### src/rtl/csa_pipe.sv
// Pipelined carry-select adder/subtractor: one BLOCK-bit slice per stage, with a valid/ready handshake.
// The whole pipe freezes while the final result waits for downstream.
module csa_pipe #(
   parameter int WIDTH = 16,
   parameter int BLOCK = 4
) (
   input  logic             clk,
   input  logic             rst_n,
   input  logic             in_valid,
   output logic             in_ready,
   input  logic [WIDTH-1:0] a,
   input  logic [WIDTH-1:0] b,
   input  logic             cin,
   input  logic             sub,
   output logic             out_valid,
   input  logic             out_ready,
   output logic [WIDTH-1:0] sum,
   output logic             cout,
   output logic             ovf
);

   localparam int NSTAGE = WIDTH / BLOCK;

   // Returns {carry out, carry into slice MSB, slice sum}.
   function automatic logic [BLOCK+1:0] slice_add(input logic [BLOCK-1:0] x,
                                                  input logic [BLOCK-1:0] y,
                                                  input logic c);
      logic [BLOCK:0] t;
      t = {1'b0, x} + {1'b0, y} + {{BLOCK{1'b0}}, c};
      return {t[BLOCK], t[BLOCK-1] ^ x[BLOCK-1] ^ y[BLOCK-1], t[BLOCK-1:0]};
   endfunction

   logic [NSTAGE-1:0] vld_r;
   logic [NSTAGE-1:0] carry_r;
   logic [WIDTH-1:0]  a_r     [NSTAGE];
   logic [WIDTH-1:0]  b_r     [NSTAGE];
   logic [WIDTH-1:0]  sum_r   [NSTAGE];
   logic              ovf_r;

   logic [WIDTH-1:0]  nsum_s  [NSTAGE];
   logic [BLOCK+1:0]  r0_s    [NSTAGE];
   logic [BLOCK+1:0]  r1_s    [NSTAGE];
   logic [BLOCK+1:0]  sel_s   [NSTAGE];
   logic [WIDTH-1:0]  bp_s;
   logic              c0_s;
   logic              stall_s;

   // Stall detection plus both carry hypotheses per slice, selected by the incoming carry.
   always_comb begin
      stall_s   = vld_r[NSTAGE-1] & ~out_ready;
      bp_s      = sub ? ~b : b;
      c0_s      = sub ? 1'b1 : cin;
      r0_s[0]   = slice_add(a[BLOCK-1:0], bp_s[BLOCK-1:0], 1'b0);
      r1_s[0]   = slice_add(a[BLOCK-1:0], bp_s[BLOCK-1:0], 1'b1);
      sel_s[0]  = c0_s ? r1_s[0] : r0_s[0];
      nsum_s[0] = {WIDTH{1'b0}};
      nsum_s[0][BLOCK-1:0] = sel_s[0][BLOCK-1:0];
      for (int k = 1; k < NSTAGE; k++) begin
         r0_s[k]   = slice_add(a_r[k-1][k*BLOCK +: BLOCK], b_r[k-1][k*BLOCK +: BLOCK], 1'b0);
         r1_s[k]   = slice_add(a_r[k-1][k*BLOCK +: BLOCK], b_r[k-1][k*BLOCK +: BLOCK], 1'b1);
         sel_s[k]  = carry_r[k-1] ? r1_s[k] : r0_s[k];
         nsum_s[k] = sum_r[k-1];
         nsum_s[k][k*BLOCK +: BLOCK] = sel_s[k][BLOCK-1:0];
      end
   end

   // Stage registers: advance together when not stalled, hold everything otherwise.
   always_ff @(posedge clk or negedge rst_n) begin
      if (!rst_n) begin
         vld_r   <= {NSTAGE{1'b0}};
         carry_r <= {NSTAGE{1'b0}};
         ovf_r   <= 1'b0;
         for (int k = 0; k < NSTAGE; k++) begin
            a_r[k]   <= {WIDTH{1'b0}};
            b_r[k]   <= {WIDTH{1'b0}};
            sum_r[k] <= {WIDTH{1'b0}};
         end
      end else if (!stall_s) begin
         vld_r[0]   <= in_valid;
         a_r[0]     <= a;
         b_r[0]     <= bp_s;
         sum_r[0]   <= nsum_s[0];
         carry_r[0] <= sel_s[0][BLOCK+1];
         for (int k = 1; k < NSTAGE; k++) begin
            vld_r[k]   <= vld_r[k-1];
            a_r[k]     <= a_r[k-1];
            b_r[k]     <= b_r[k-1];
            sum_r[k]   <= nsum_s[k];
            carry_r[k] <= sel_s[k][BLOCK+1];
         end
         ovf_r <= sel_s[NSTAGE-1][BLOCK+1] ^ sel_s[NSTAGE-1][BLOCK];
      end
   end

   assign in_ready  = ~stall_s;
   assign out_valid = vld_r[NSTAGE-1];
   assign sum       = sum_r[NSTAGE-1];
   assign cout      = carry_r[NSTAGE-1];
   assign ovf       = ovf_r;

endmodule

### config.mk
export PLATFORM = sky130hd
export DESIGN_NAME = csa_pipe
export DESIGN_NICKNAME = d
export VERILOG_FILES = /design/src/rtl/csa_pipe.sv
export SDC_FILE = /design/constraint.sdc
export NUM_CORES = 1
export LEC_CHECK = 0
export CELL_PAD_IN_SITES_DETAIL_PLACEMENT = 2
export CELL_PAD_IN_SITES_GLOBAL_PLACEMENT = 2
export CORE_ASPECT_RATIO = 1.5
export CORE_MARGIN = 1
export CORE_UTILIZATION = 30
export CTS_CLUSTER_DIAMETER = 150
export DETAILED_ROUTE_END_ITERATION = 16
export GPL_TIMING_DRIVEN = 0
export PLACE_DENSITY = 0.71
export SYNTH_ARGS = -nofsm -noshare
export SYNTH_HDL_FRONTEND = slang
export SYNTH_SLANG_ARGS = --single-unit
### constraint.sdc
create_clock -name clk -period 4.65 [get_ports clk]
set_input_delay 0.93 -clock clk [delete_from_list [all_inputs] [get_ports clk]]
set_output_delay 0.93 -clock clk [all_outputs]
set_load 0.05 [all_outputs]
## Yosys cells after proc, flatten, opt, wreduce, memory -nomap -nowiden

Index checks and enable logic that the tools add are counted.

| storage, ports and cells | value |
|---|---|
| register bits | 145 |
| bits in latches | 0 |
| memory bits (writable) | 0 |
| bits in read-only memories | 0 |
| input bits | 38 |
| output and inout port bits | 20 |
| logic and storage cells | 48 |
| memories | 0 |

| operators by class | value |
|---|---|
| add/subtract/negate cells | 8 |
| $mul | 0 |
| divide/modulo/power cells | 0 |
| $lt $le $gt $ge | 0 |
| eq/ne operators | 0 |
| shifts and indexed selects | 0 |
| mux-type cells | 6 |
| bitwise gates (word level) | 21 |
| reductions and logical operators | 0 |

Operators by type and width:

| operator | number |
|---|---|
| $mux 6 | 4 |
| $add 4x4->5 | 4 |
| $add 5x1->5 const B | 4 |
| $xor 1x1->1 | 17 |
| $mux 16 | 1 |
| $not 16->16 | 1 |
| $not 1->1 | 2 |
| $and 1x1->1 | 1 |
| $mux 1 | 1 |

## Longest topological paths before layout

Gate-level depths: netlist (run 1).

| logic depth | value |
|---|---|
| depth after elaboration | 7 |
| depth in mapped cells | 11 |
| depth with buffers taken out | 11 |

## Worst setup path before layout (run 1)

Ideal clock, no wire load.

| timing | value |
|---|---|
| path kind | input to register |
| from | input port sub |
| to | register carry_r[0] |
| setup time | 164 ps |
| arrival | 2924 ps |
| data required time | 4486 ps |
| setup slack | 1562 ps |
| stages | 11 |
| path buffers | 2 |
| cells stage by stage | clkbuf_1 buf_2 xor2_1 ha_1 inv_1 fa_1 inv_1 ha_1 nand4_1 xnor2_1 a21oi_1 |

| on the way | value |
|---|---|
| word-level cells in the longest chain between the ends | 4 |

Ends and longest elaborated chain:

| element | RTL line | source |
|---|---|---|
| from (decl) | 14 | `input logic sub,` |
| $mux 16 | 51 | `bp_s = sub ? ~b : b;` |
| $add 4x4->5 | 29 | `t = {1'b0, x} + {1'b0, y} + {{BLOCK{1'b0}}, c};` |
| $add 5x1->5 | 29 |  |
| $mux 6 (*) | 55 | `sel_s[0] = c0_s ? r1_s[0] : r0_s[0];` |
| to (signal assigned) | 71 | `carry_r <= {NSTAGE{1'b0}};` |
| to (signal assigned) | 83 | `carry_r[0] <= sel_s[0][BLOCK+1];` |
| to (signal, indexed assignment) | 89 | `carry_r[k] <= sel_s[k][BLOCK+1];` |
| to (decl) | 34 | `logic [NSTAGE-1:0] carry_r;` |

Every way passes the cells marked *; elsewhere a longest branch is shown, timed or not.
A chain may end at the register's enable or synchronous reset.

## Worst setup path after layout (run 1)

| timing | value |
|---|---|
| from | input port out_ready |
| to | output port in_ready |

| on the way | value |
|---|---|
| word-level cells in the longest chain between the ends | 3 |

Ends and longest elaborated chain:

| element | RTL line | source |
|---|---|---|
| from (decl) | 16 | `input logic out_ready,` |
| $not 1->1 | 50 | `stall_s = vld_r[NSTAGE-1] & ~out_ready;` |
| $and 1x1->1 | 50 |  |
| $not 1->1 | 95 | `assign in_ready = ~stall_s;` |
| to (decl) | 10 | `output logic in_ready,` |

No other way between the ends.

==> results of run 1 <==
logic make-up (layout without fill, tap and decap cells):
| logic type | count (synthesis) | after routing |
|---|---|---|
| flops | 97 | 97 |
| simple gates | 62 | 62 |
| compound gates | 61 | 61 |
| mux | 59 | 59 |
| xor+xnor | 42 | 42 |
| buf+inv | 40 | 112 |
| fa+ha+maj | 24 | 24 |
cells in the final DEF, fill, tap and decap left out, types with 2 or more instances in the layout:
cell type | netlist | routed
dfrtp_1 | 97 | 97
mux2_2 | 59 | 59
clkdlybuf4s50_1 | 0 | 55
a21oi_1 | 42 | 42
nor2_1 | 37 | 37
xnor2_1 | 29 | 29
inv_1 | 20 | 20
ha_1 | 20 | 20
clkbuf_1 | 16 | 18
nand2_1 | 12 | 12
xor2_1 | 10 | 10
clkbuf_16 | 0 | 9
a21o_1 | 7 | 7
nand4_1 | 5 | 5
o21ai_1 | 4 | 4
fa_1 | 4 | 4
o21ai_0 | 3 | 3
buf_2 | 2 | 2
nand2b_1 | 2 | 2
clkbuf_8 | 2 | 2
o21a_1 | 2 | 2
clkinvlp_4 | 0 | 2
final cells by class:
type,instances,share of cell area [%]
Tap cell,199,4.35
Multi-Input combinational cell,248,35.0
Inverter,20,1.31
Clock inverter,4,0.940
Clock buffer,11,4.07
Sequential cell,97,42.4
Buffer,20,1.71
Timing Repair Buffer,57,10.2
worst min-delay path by stage:
stage,from,end,slack [ns],cells past startpoint
6_report,vld_r[2]$_DFFE_PN0N_,vld_r[3]$_DFFE_PN0N_,0.47,1
5_1_grt,vld_r[2]$_DFFE_PN0N_,vld_r[3]$_DFFE_PN0N_,0.51,1
4_1_cts,vld_r[2]$_DFFE_PN0N_,vld_r[3]$_DFFE_PN0N_,0.48,1
3_5_place_dp,vld_r[2]$_DFFE_PN0N_,vld_r[3]$_DFFE_PN0N_,0.47,1
3_3_place_gp,vld_r[2]$_DFFE_PN0N_,vld_r[3]$_DFFE_PN0N_,0.44,1
2_1_floorplan,vld_r[2]$_DFFE_PN0N_,vld_r[3]$_DFFE_PN0N_,0.43,1
critical path: stages:
cell and delay, ns:
clkdlybuf4s50_1 0.44, nand2b_1 0.09, clkbuf_1 0.36, clkbuf_8 0.29, clkbuf_1 0.45, clkdlybuf4s50_1 0.91
metal layers:
metal / GRT usage [%] / up-vias / share of wire [%]
li1: - / 1421 / -
met1: 16.9 / 1533 / 37
met2: 30.7 / 41 / 59
met3: 2.00 / 15 / 1.7
met4: 5.63 / 0 / 2.1
met5: 0 / - / 0
flip-flops by register name, summed over array words and instances (netlist names):
| name | cells |
|---|---|
| vld_r | 4 |
| a_r | 24 |
| nsum_s | 24 |
| sum | 16 |
| b_r | 24 |
| carry_r | 4 |
| ovf | 1 |
power groups by stage:
stage          Combinational [mW]  Clock [mW]  Sequential [mW]
2_1_floorplan                1.41           0             1.69
3_3_place_gp                 2.17           0             1.45
3_5_place_dp                 2.30           0             1.48
4_1_cts                      2.34       0.754             1.47
5_1_grt                      2.51       0.789             1.51
6_report                     2.30       0.728             1.46
==> impl_metrics.toml, run 1 <==
[status]
run_status = "complete, no violations"

[floorplan]
floorplan.die.width_um = 103
ports_placed_on_the_boundary = 58
floorplan_die_area_um2 = 15800
die-height_um = 154
row_count = 55
floorplan.initialDensity_pct = 30.7
fp.coreArea_um2 = 15000

[worst_setup_path]
critPathLaunchType = "input pin"
worstSetupStartpoint = "out_ready"
crit-reg2reg-capture = "ovf$_DFFE_PN0N_"
timing.critical_path.to_type = "output port"
critical_path_peak_fanout = 10
rr_startpoint = "a_r[28]$_DFFE_PN0N_"
timing.reg2reg.worst_path_depth = 11
worstPathArrival_ns = 3.48
crit_type = "in2out"
worstPathRequired_ns = 3.72
timing.critical_path.to = "in_ready"
reg2reg_slack_ns = 1.98

[pwr]
pwr-share-clk_pct = 16.2
power.sequential.fraction_pct = 32.5
powerDensity_nw_per_um2 = 783
cellLeakagePower_nw = 2.41
cell_internal_pwr_mw = 2.68
share_of_power_burned_in_combinational_logic_pct = 51.3
power.switching_mw = 1.80
fraction_of_power_spent_switching_nets_pct = 40.2
peak_ir_drop_on_the_vdd_network_mv = 0.225
power.total_mw = 4.48

[clock_network]
cts.htree.levels = 3
ctsResizeCount = 0
clk_root_buffer_cell = "clkbuf_16"
tritoncts = "yes"
cts_buffers = 9
cts_post_setup_buffers_inserted = 0
cts-hold-fix-buffers = 0
tritoncts_num_sinks = 97
clock_path_buffers = 2
insertion_delay_ns = 0.33
clk_pin_slew_ns = 0.07

[synth]
cell_types_with_the_largest_area_share_after_synthesis = "dfrtp_1 53%, mux2_2 14%, xnor2_1 5.5%, ha_1 5.4%, a21oi_1 4.6%"
yosys.area_share.simple_pct = 5.93
synth.mux.area_fraction_pct = 14.4
synth_commonest_cells = "97 x dfrtp_1, 59 x mux2_2, 42 x a21oi_1"
yosys_register_bits = 97
synth.yosys.seq_area_share_pct = 52.8
synthDominantCellAreaShare_pct = 52.8
synthXorXnorAreaFrac_pct = 8.62
syn_inst = 385
synth-compound-area-share_pct = 7.32
synth-edff-count = 0
synthesis.nets = 447
asyncSetResetFlopFracSynth_pct = 100
synth_flop_cell = "dfrtp_1"
synth_area_um2 = 4600
synthMostInstantiatedCell = "dfrtp_1"
synth_largest_area_cell = "dfrtp_1"
syn_avg_cell_area_um2 = 11.9
adder_cell_share_of_the_synthesized_area_pct = 7.18
yosysWarningCount = 0
synth_top_family_by_area = "multiplexers"
ys_types = 31

[global_route]
grt_remaining_overflow = 0
antenna_found_initial = 0
grt_pass1_wl_mm = 18.7
grt_start_max_net_pins = 65
first_global_vias = 3596
grt_use_total_pct = 15.8

[final_layout]
fillCellCount = 1631
antenna_cells = 0
multiInputGateArea_um2 = 2000
area_overhead_of_the_layout_relative_to_synthesis_pct = 24.4
layoutNonFillerInstCount = 656
final_area_um2 = 5720
postLayoutCoreUtil_pct = 38.1
fin_nets = 515
final_layout_size_suffix_gt1_share_pct = 17.9
flip_flop_and_latch_area_um2 = 2430

[sta]
final-hold-violation-count = 0
holdWs_ns = 0.468
layout_min_cycle_time_ns = 4.41
finalMaxSlewViolations = 0
worst-slew-pin-transition_ns = 0.697
max_clock_freq_ghz = 0.227
final_critical_path_setup_slack_ns = 0.240
setup_repair_after_global_routing_missed_its_margin = "false"
post-route-period-util_pct = 94.8
fin_worst_skew_ns = 0.00558
relSlewSlack_pct = 53.5
setup-violations-final = 0
timing.setup.tns_ns = 0

[hold_path]
holdCritPathClass = "reg2reg"

[job]
max_cap_viols = 0

[detailed_routing]
antenna_violating_nets_post_route = 0
vias = 3010
initialDrtViolationCount = 108
wl_per_cell_um = 17.0
postRouteWirelength_mm = 11.2
drc_errors = 0
detail_route.vias_per_cell = 4.59
firstDrtPassIters = 2

[placement]
dpl_cell_area_um2 = 5440
portBuffers = 56
numPlacedInstances = 641
hpwl_mm = 8.20
placement_setup_slack_ns = 0.212
place.gp.congestion = 0.758
Power figures use the tool's default switching activity.
==> inputs of run 2 (changes only) <==
==> constraint.sdc (replaced) <==
create_clock -name clk -period 4.1 [get_ports clk]
set_input_delay 0.82 -clock clk [delete_from_list [all_inputs] [get_ports clk]]
set_output_delay 0.82 -clock clk [all_outputs]
set_load 0.05 [all_outputs]
==> run 2 against run 1 <==
Net effect:
- via count stayed put
- flip-flop and latch count stayed put
- critical path depth stayed put
==> impl_metrics.toml, run 2 (synthesized netlist as in run 1, its figures left out) <==
[status]
run_status = "complete, no violations"

[detailed_routing]
vias = 3010
detail_route.vias_per_cell = 4.59
antenna_violating_nets_post_route = 0
wl_per_cell_um = 17.0
initialDrtViolationCount = 108
firstDrtPassIters = 2
postRouteWirelength_mm = 11.2
drc_errors = 0

[worst_setup_path]
critical_path_peak_fanout = 10
rr_startpoint = "a_r[28]$_DFFE_PN0N_"
timing.critical_path.cells = "clkdlybuf4s50_1 > nand2b_1 > clkbuf_1 > clkbuf_8 > clkbuf_1 > dlygate4sd2_1"
crit-reg2reg-capture = "ovf$_DFFE_PN0N_"
critPathLaunchType = "input pin"
timing.reg2reg.worst_path_depth = 11
worstPathRequired_ns = 3.28
cpMostUsedCell = "clkbuf_1"
slowest_stage = "dlygate4sd2_1"
timing.critical_path.to_type = "output port"
critical-path-max-stage-delay_ns = 0.59
reg2reg_slack_ns = 1.43
worstPathArrival_ns = 3.05
crit_type = "in2out"

[clock_network]
clk_root_buffer_cell = "clkbuf_16"
cts_buffers = 9
clk_pin_slew_ns = 0.07
clock_path_buffers = 2
cts_post_setup_buffers_inserted = 0
tritoncts = "yes"
insertion_delay_ns = 0.33
tritoncts_num_sinks = 97
cts.htree.levels = 3

[sta]
finalMaxSlewViolations = 0
final-hold-violation-count = 0
final_critical_path_setup_slack_ns = 0.229
setup-violations-final = 0
setup_repair_after_global_routing_missed_its_margin = "false"
worst-slew-pin-transition_ns = 0.697
max_clock_freq_ghz = 0.258
post-route-period-util_pct = 94.4
timing.setup.tns_ns = 0
relSlewSlack_pct = 53.5
fin_worst_skew_ns = 0.00558
layout_min_cycle_time_ns = 3.87

[floorplan]
fp.coreArea_um2 = 15000
row_count = 55
floorplan.die.width_um = 103
floorplan.initialDensity_pct = 30.7
ports_placed_on_the_boundary = 58
die-height_um = 154
floorplan_die_area_um2 = 15800

[final_layout]
final_layout_size_suffix_gt1_share_pct = 17.9
fin_nets = 515
most_common_cell_after_layout_fill_and_taps_aside = "dfrtp_1"
most-common-layout-cells = "97 x dfrtp_1, 59 x mux2_2, 54 x clkdlybuf4s50_1"
final_area_um2 = 5720
antenna_cells = 0
fillCellCount = 1631
area_overhead_of_the_layout_relative_to_synthesis_pct = 24.3

[placement]
placement_setup_slack_ns = -0.118
portBuffers = 56
hpwl_mm = 8.20
place.gp.congestion = 0.758
dpl_cell_area_um2 = 5440

[hold_path]
holdCritPathClass = "in2async"

[pwr]
peak_ir_drop_on_the_vdd_network_mv = 0.255
cellLeakagePower_nw = 2.41
power.total_mw = 5.08
powerDensity_nw_per_um2 = 888

[global_route]
grt_pass1_wl_mm = 18.7
grt_remaining_overflow = 0
grt_use_total_pct = 15.8
grt_start_max_net_pins = 65
first_global_vias = 3596
antenna_found_initial = 0

[job]
max_cap_viols = 0
[run 2: cell count changes in the layout (fill, tap and decap cells not counted), sizes merged]
| cell | previous run | this run |
|---|---|---|
| clkdlybuf4s50 | 55 | 54 |
| dlygate4sd2 | 0 | 1 |
[run 2: worst max-delay path: cells and delay by family]
kind / cells / cell delay, ns
buffers and inverters: 5 / 2.12
AND/OR/NAND/NOR: 1 / 0.09
[run 2: power breakdown]
part	internal [mW]	leakage, nW	switching [mW]
combinational	1.17	1.17	1.44
sequential	1.40	1.11	0.251
clock	0.472	0.132	0.353
[run 2: how the worst max path moves through the flow]
stage	from	endpoint	slack [ns]	cells past startpoint
final	out_ready	in_ready	0.23	6
after global routing	out_ready	in_ready	0.1	6
after CTS	out_ready	in_ready	0.15	6
after detailed placement	out_ready	in_ready	-0.12	6
after global placement	rst_n	sum[0]$_DFFE_PN0N_	-1.35	1
after floorplan	sub	carry_r[0]$_DFFE_PN0N_	1.12	11
[run 2: per-stage QoR]
step | util [%] | hold WS, ns | cells
floorplan | - | 0.430 | 385
global placement | 36.1 | 0.444 | 640
detailed placement | 36.2 | 0.465 | 641
CTS | 38.1 | 0.441 | 656
global route | 38.1 | 0.456 | 656
finish | 38.1 | 0.427 | 656
[run 2: layout make-up]
class	instances	area [um^2]	area share [%]
flip-flops and latches	97	2430	42.4
multi-input cells	248	2000	35.0
repair buffers	57	584	10.2
well taps	199	249	4.35
clock buffers	11	233	4.07
plain buffers	20	97.6	1.71
inverters	20	75.1	1.31
clock inverters	4	53.8	0.941
[run 2: per-layer routing]
layer  routed length, um  track usage, %  vias to the layer above
li1                    -               -                     1421
met1                4160            16.9                     1533
met2                6570            30.7                       41
met3                 190            2.00                       15
met4                 233            5.63                        0
met5                   0               0                        -
[run 2: timing repair]
action | 4_1_cts | 5_1_grt
hold buffers | 0 | 0
setup endpoints to repair | 1 | 0
gates resized for setup | 1 | 0
